--- config.mk ---
export PLATFORM = sky130hd
export DESIGN_NAME = hazard_ctrl
export DESIGN_NICKNAME = d
export VERILOG_FILES = /design/src/rtl/hazard_pkg.sv /design/src/rtl/hazard_match.sv /design/src/rtl/hazard_ctrl.sv
export SDC_FILE = /design/constraint.sdc
export NUM_CORES = 1
export LEC_CHECK = 0
export ABC_AREA = 0
export CORE_UTILIZATION = 43
export CTS_CLUSTER_DIAMETER = 150
export DETAILED_ROUTE_END_ITERATION = 16
export MAX_ROUTING_LAYER = met4
export PLACE_DENSITY = 0.84
export SLEW_MARGIN = 20
export SYNTH_ARGS = -nofsm -noshare
export SYNTH_HDL_FRONTEND = slang
export SYNTH_HIERARCHICAL = 1
export SYNTH_SLANG_ARGS = --single-unit
--- constraint.sdc ---
create_clock -name clk -period 5.5 [get_ports clk]
set_input_delay 1.1 -clock clk [delete_from_list [all_inputs] [get_ports clk]]
set_output_delay 1.1 -clock clk [all_outputs]
set_load 0.01 [all_outputs]
--- src/rtl/hazard_pkg.sv ---
// hazard_pkg: shared types and constants for the ID/EX hazard controller.
//   RegW       register-number width
//   hz_state_t controller state (RUN, MC_WAIT)
//   fwd_sel_t  operand source select (regfile, EX result, MEM result)
package hazard_pkg;

  localparam int unsigned RegW = 5;

  typedef enum logic {
    RUN     = 1'b0,
    MC_WAIT = 1'b1
  } hz_state_t;

  typedef enum logic [1:0] {
    FWD_RF  = 2'd0,
    FWD_EX  = 2'd1,
    FWD_MEM = 2'd2
  } fwd_sel_t;

endpackage

--- src/rtl/hazard_match.sv ---
// hazard_match: single source/producer RAW comparator.
//   rs_i    source register number of the consumer in ID
//   used_i  consumer actually reads rs_i
//   rd_i    producer destination register
//   we_i    producer writes rd_i
//   match_o consumer depends on producer (x0 never matches)
module hazard_match
  import hazard_pkg::*;
(
  input  logic [RegW-1:0] rs_i,
  input  logic            used_i,
  input  logic [RegW-1:0] rd_i,
  input  logic            we_i,
  output logic            match_o
);

  assign match_o = we_i && used_i && (rs_i != '0) && (rs_i == rd_i);

endmodule

--- src/rtl/hazard_ctrl.sv ---
// hazard_ctrl: ID/EX hazard controller for the 5-stage core.
// Detects RAW hazards against EX/MEM producers, drives operand forwarding
// selects, PC / IF/ID / ID/EX hold, flush and bubble controls, and sequences
// multi-cycle EX stalls with a sticky watchdog.
//
// Configuration macro: HAZARD_FWD_EN
//   defined   - forwarding enabled, data stalls only on load-use
//   undefined - fwd_a/fwd_b tied to 0, any EX/MEM match stalls
//
// Ports:
//   clk, rst                 clock, asynchronous active-high reset
//   id_rs1n/id_rs2n          ID source registers, with *_used qualifiers
//   ex_rdn/ex_reg_write      EX producer, ex_is_load marks a load
//   mem_rdn/mem_reg_write    MEM producer
//   br_mispredict            branch in EX resolved against fetch direction
//   ex_mc_valid, mc_done     multi-cycle op in EX, result-ready pulse
//   pc_hold, ifid_hold       freeze PC / IF/ID
//   ifid_flush               load NOP into IF/ID
//   idex_hold, idex_bubble   freeze ID/EX / load NOP into ID/EX
//   fwd_a, fwd_b             operand source (0 RF, 1 EX, 2 MEM)
//   mc_timeout               sticky watchdog flag
module hazard_ctrl
  import hazard_pkg::*;
#(
  parameter int unsigned McTimeout = 64
) (
  input  logic            clk,
  input  logic            rst,
  input  logic [RegW-1:0] id_rs1n,
  input  logic [RegW-1:0] id_rs2n,
  input  logic            id_rs1_used,
  input  logic            id_rs2_used,
  input  logic [RegW-1:0] ex_rdn,
  input  logic            ex_reg_write,
  input  logic            ex_is_load,
  input  logic [RegW-1:0] mem_rdn,
  input  logic            mem_reg_write,
  input  logic            br_mispredict,
  input  logic            ex_mc_valid,
  input  logic            mc_done,
  output logic            pc_hold,
  output logic            ifid_hold,
  output logic            ifid_flush,
  output logic            idex_hold,
  output logic            idex_bubble,
  output logic [1:0]      fwd_a,
  output logic [1:0]      fwd_b,
  output logic            mc_timeout
);

  localparam int unsigned CntW    = $clog2(McTimeout + 1);
  localparam logic [CntW-1:0] CntMax  = CntW'(McTimeout);
  localparam logic [CntW-1:0] CntLast = CntW'(McTimeout - 1);

  hz_state_t       state_q;
  logic [CntW-1:0] cnt_q;
  logic            timeout_q;

  logic m1_ex, m2_ex, m1_mem, m2_mem;
  logic data_stall;
  logic mc_stall;

  hazard_match u_m1_ex (
    .rs_i(id_rs1n), .used_i(id_rs1_used), .rd_i(ex_rdn), .we_i(ex_reg_write), .match_o(m1_ex)
  );
  hazard_match u_m2_ex (
    .rs_i(id_rs2n), .used_i(id_rs2_used), .rd_i(ex_rdn), .we_i(ex_reg_write), .match_o(m2_ex)
  );
  hazard_match u_m1_mem (
    .rs_i(id_rs1n), .used_i(id_rs1_used), .rd_i(mem_rdn), .we_i(mem_reg_write), .match_o(m1_mem)
  );
  hazard_match u_m2_mem (
    .rs_i(id_rs2n), .used_i(id_rs2_used), .rd_i(mem_rdn), .we_i(mem_reg_write), .match_o(m2_mem)
  );

`ifdef HAZARD_FWD_EN
  // A load's data is not available in EX, so it falls through to the MEM
  // select; the accompanying load-use stall covers the gap.
  assign data_stall = ex_is_load && (m1_ex || m2_ex);
  assign fwd_a = (m1_ex && !ex_is_load) ? FWD_EX : (m1_mem ? FWD_MEM : FWD_RF);
  assign fwd_b = (m2_ex && !ex_is_load) ? FWD_EX : (m2_mem ? FWD_MEM : FWD_RF);
`else
  // No bypass network: wait until the producer reaches WB (write-through).
  assign data_stall = m1_ex || m2_ex || m1_mem || m2_mem;
  assign fwd_a = FWD_RF;
  assign fwd_b = FWD_RF;
`endif

  assign mc_stall   = ex_mc_valid && !mc_done;
  assign mc_timeout = timeout_q;

  always_ff @(posedge clk or posedge rst) begin
    if (rst) begin
      state_q   <= RUN;
      cnt_q     <= '0;
      timeout_q <= 1'b0;
    end else begin
      case (state_q)
        RUN: begin
          cnt_q <= '0;
          if (!br_mispredict && mc_stall) begin
            state_q <= MC_WAIT;
          end
        end
        MC_WAIT: begin
          if (mc_done) begin
            state_q <= RUN;
            cnt_q   <= '0;
          end else begin
            // Saturate at the limit; the flag is sticky until reset.
            if (cnt_q != CntMax) begin
              cnt_q <= cnt_q + 1'b1;
            end
            if (cnt_q == CntLast) begin
              timeout_q <= 1'b1;
            end
          end
        end
        default: state_q <= RUN;
      endcase
    end
  end

  always_comb begin
    pc_hold     = 1'b0;
    ifid_hold   = 1'b0;
    ifid_flush  = 1'b0;
    idex_hold   = 1'b0;
    idex_bubble = 1'b0;
    case (state_q)
      RUN: begin
        if (br_mispredict) begin
          ifid_flush  = 1'b1;
          idex_bubble = 1'b1;
        end else if (mc_stall) begin
          pc_hold   = 1'b1;
          ifid_hold = 1'b1;
          idex_hold = 1'b1;
        end else if (data_stall) begin
          pc_hold     = 1'b1;
          ifid_hold   = 1'b1;
          idex_bubble = 1'b1;
        end
      end
      MC_WAIT: begin
        if (!mc_done) begin
          pc_hold   = 1'b1;
          ifid_hold = 1'b1;
          idex_hold = 1'b1;
        end
      end
      default: ;
    endcase
  end

endmodule
==> results.md <==
* Outcome: finished, final reports clean
* Post-CTS setup buffers at 0
* Post-route ant nets at 0
* Worst setup path startpoint: id_rs2n[2]
* Top post-synthesis cells by area: dfrtp_1, xnor2_1, nor3b_2
* IO Port Bufs at 34
* Leak at 0.000457 uW
* Share of the synthesized area in the top cell type at 0.267
* Critical Path Stages at 7
* Worst r2r src: cnt_q[0]$_DFFE_PP0P_
* Area of the core at roughly 1800 um^2
* Router iterations before antenna repair at 4
* GR Overflow Total at 0
* Layout area overhead at 44.1%
* Initial DRC count at 15
* WP data arrival at 3480 ps
* Final min period at about 4600 ps
* DIE AREA at 2140 um^2
* First-pass GRT wire length at 3.19 mm
* Net switching power at 49.6 uW
* Site row count at 15
* Initial Util at 0.472
* ANT cells at 0
* Cts bufs inserted at 3
* Post-Syn Area at 842 um^2
* CTS Buffer Depth at 2
* Post-CTS sizing at 0
* Worst Skew at 4.95 ps
* Number of global-route vias before repair at about 760
* Crit share post-route at 0.833
* Crit path to: pc_hold
* Worst IR Drop VDD at 0.115 mV
* Synthesized instance count at 98
* Max H-tree Level at 1
* Req. time, crit path at between 4000 and 5000 ps
* Fill count at 141
* Antenna violations before repair at 0
* Post-DP HPWL at roughly 1.8 mm
* Worst r2r path cells at 5
* Residual DRC at 0
* Internal power at 130 uW
* Clock-pin slew on the worst setup and hold paths at 60 ps
* Sequential power share at 0.380
* Yosys reg bits at 9
* Worst-path fanout max at 4
* Hold buffer count at cts at 0
* I/O pin count at 40
* Total power at about 180 uW
* Final setup vio count at 0
* Leading cell type in the layout, fill and taps excluded: clkdlybuf4s50_1
* Final Max Tran Viols at 0
* Final Instance Count excl. Fillers at 159
* WL final at 2.05 mm
* Critical path's most frequent cell: clkdlybuf4s50_1
* Startpoint type of the worst setup path: input port
* Syn Area/Cell at roughly 8.6 um^2
* Setup slack, reg-to-reg at 4240 ps
* Critical Path Sink Type: output port
* # placed instances at around 160
* Root Driver: clkbuf_4
* Die Ht at 46.3 um
* Pwr dens at 148 nW/um^2
* Slew HR at 0.655
* Gpl congestion at 0.843
* Drt wl/cell at 12.9 um
* Vias after detailed routing at 815
* Final Hold Vio Count at 0
* Commonest non-fill, non-tap cells in the layout: clkdlybuf4s50_1, xnor2_1, inv_1, dfrtp_1, nand2_1
* Layout Nets at 167
* CP cell instances: clkdlybuf4s50_1 > nor4_1 > o21ai_0 > nor3b_2 > o41ai_1 > o22ai_1 > clkdlybuf4s50_1
* Peak Freq at approximately 220 MHz
* Delay-heaviest family, CP: buffers and inverters
* Avg Vias per Cell at 5.13
* Register area share after synthesis at 0.267
* Global-route total usage across every layer at 0.221
* Fin Setup TNS at 0 ps
* CP Buf/Inv Count at 2
* Netlist cell types at 27
* Skew-Pair Late Insertion Delay at 260 ps
* CP peak stage delay at 550 ps
* CP max stage cell: o41ai_1
* CTS tree: done
* Net Sw Frac at 0.276
* Share of layout cells above drive strength 1 at 0.0746
* Yosys warns at 6
* Clock sinks at 9
* Largest area contributor in the netlist: dfrtp_1
* Tightest Hold Check Type: reg2reg
* RSZ-0062 raised after global routing: false
* Die Width at about 46 um
* Critical path type: in2out
* RR Endpoint: cnt_q[0]$_DFFE_PP0P_
* Max-cap violations at 0
* Largest net degree at the start of global routing at 10
* Clock share of power at 0.283
* Worst-Margin Slew at 511 ps
* Comb pwr share at 0.338
==> power by group through the flow <==
| stage | logic, uW | registers [uW] | clock network (uW) |
|---|---|---|---|
| final | 60.7 | 68.3 | 50.8 |
| after global routing | 64.9 | 68.4 | 55.8 |
| after CTS | 60.7 | 68.3 | 52.5 |
| after detailed placement | 60.4 | 69.5 | 0 |
| after global placement | 58.9 | 69.4 | 0 |
| after floorplan | 27.5 | 69.2 | 0 |
==> worst min path at each step <==
stage | endpoint | from | cells past startpoint | slack, ps
2_1_floorplan | mc_timeout$_DFFE_PP0P_ | mc_timeout$_DFFE_PP0P_ | 1 | 500
3_3_place_gp | mc_timeout$_DFFE_PP0P_ | mc_timeout$_DFFE_PP0P_ | 1 | 450
3_5_place_dp | mc_timeout$_DFFE_PP0P_ | mc_timeout$_DFFE_PP0P_ | 1 | 460
4_1_cts | mc_timeout$_DFFE_PP0P_ | mc_timeout$_DFFE_PP0P_ | 1 | 470
5_1_grt | mc_timeout$_DFFE_PP0P_ | mc_timeout$_DFFE_PP0P_ | 1 | 480
6_report | mc_timeout$_DFFE_PP0P_ | mc_timeout$_DFFE_PP0P_ | 1 | 460
==> synthesized netlist by cell type <==
| master | instances |
|---|---|
| xnor2_1 | 17 |
| dfrtp_1 | 9 |
| inv_1 | 9 |
| nand2_1 | 7 |
| nand3_1 | 6 |
| buf_4 | 5 |
| nor4_1 | 5 |
| o21ai_0 | 5 |
| nor2_1 | 4 |
| nor3b_2 | 4 |
| o2111ai_1 | 4 |
| a21oi_1 | 2 |
| ha_1 | 2 |
| mux2i_1 | 2 |
| nand2b_1 | 2 |
| nor2b_1 | 2 |
| o22ai_1 | 2 |
| xor2_1 | 2 |
| a211oi_1 | 1 |
| and2b_2 | 1 |
| conb_1 | 1 |
| nand3_2 | 1 |
| nor4b_2 | 1 |
| o211ai_1 | 1 |
| o41ai_1 | 1 |
| or2_1 | 1 |
| or3_1 | 1 |
==> kinds of logic (layout without fill, tap and decap cells) <==
kind of cell / count (synthesis) / after routing / share of synthesized area
adders and majority gates: 2 / 2 / 0.0297
AOI/OAI and AO/OA: 16 / 16 / 0.126
muxes: 2 / 2 / 0.0238
other: 1 / 4 / 0.00445
buffers and inverters: 14 / 47 / 0.0847
DFF: 9 / 9 / 0.267
xor gates and xnor gates: 19 / 19 / 0.198
and+or+nand+nor: 35 / 35 / 0.266
==> state kept, by name, indices dropped and copies added, names as in the netlist <==
name / cells
cnt_q: 7
mc_timeout: 1
state_q: 1
==> layout make-up <==
type                    instances  area [um^2]  area share
inverters                       9         33.8      0.0278
repair buffers                 34          340       0.280
clock buffers                   4         26.3      0.0216
multi-input cells              78          557       0.459
flip-flops and latches          9          225       0.186
well taps                      25         31.3      0.0258
==> metal layers <==
metal | track usage | up-vias | wire length [um]
li1 | - | 408 | -
met1 | 0.264 | 376 | 920
met2 | 0.346 | 27 | 1010
met3 | 0.0588 | 4 | 93
met4 | 0.0941 | 0 | 23
met5 | - | - | 0
==> stage by stage <==
| step | worst slack (ps) | area [um^2] | util | hold WS [ps] |
|---|---|---|---|---|
| final | 917 | 1210 | 0.681 | 462 |
| after global routing | 833 | 1210 | 0.681 | 483 |
| after CTS | 966 | 1210 | 0.681 | 471 |
| after detailed placement | 972 | 1190 | 0.666 | 459 |
| after global placement | 1080 | 1190 | 0.666 | 446 |
| after floorplan | 2040 | 853 | - | 504 |
Note: power is estimated with default switching activity, not from simulation.
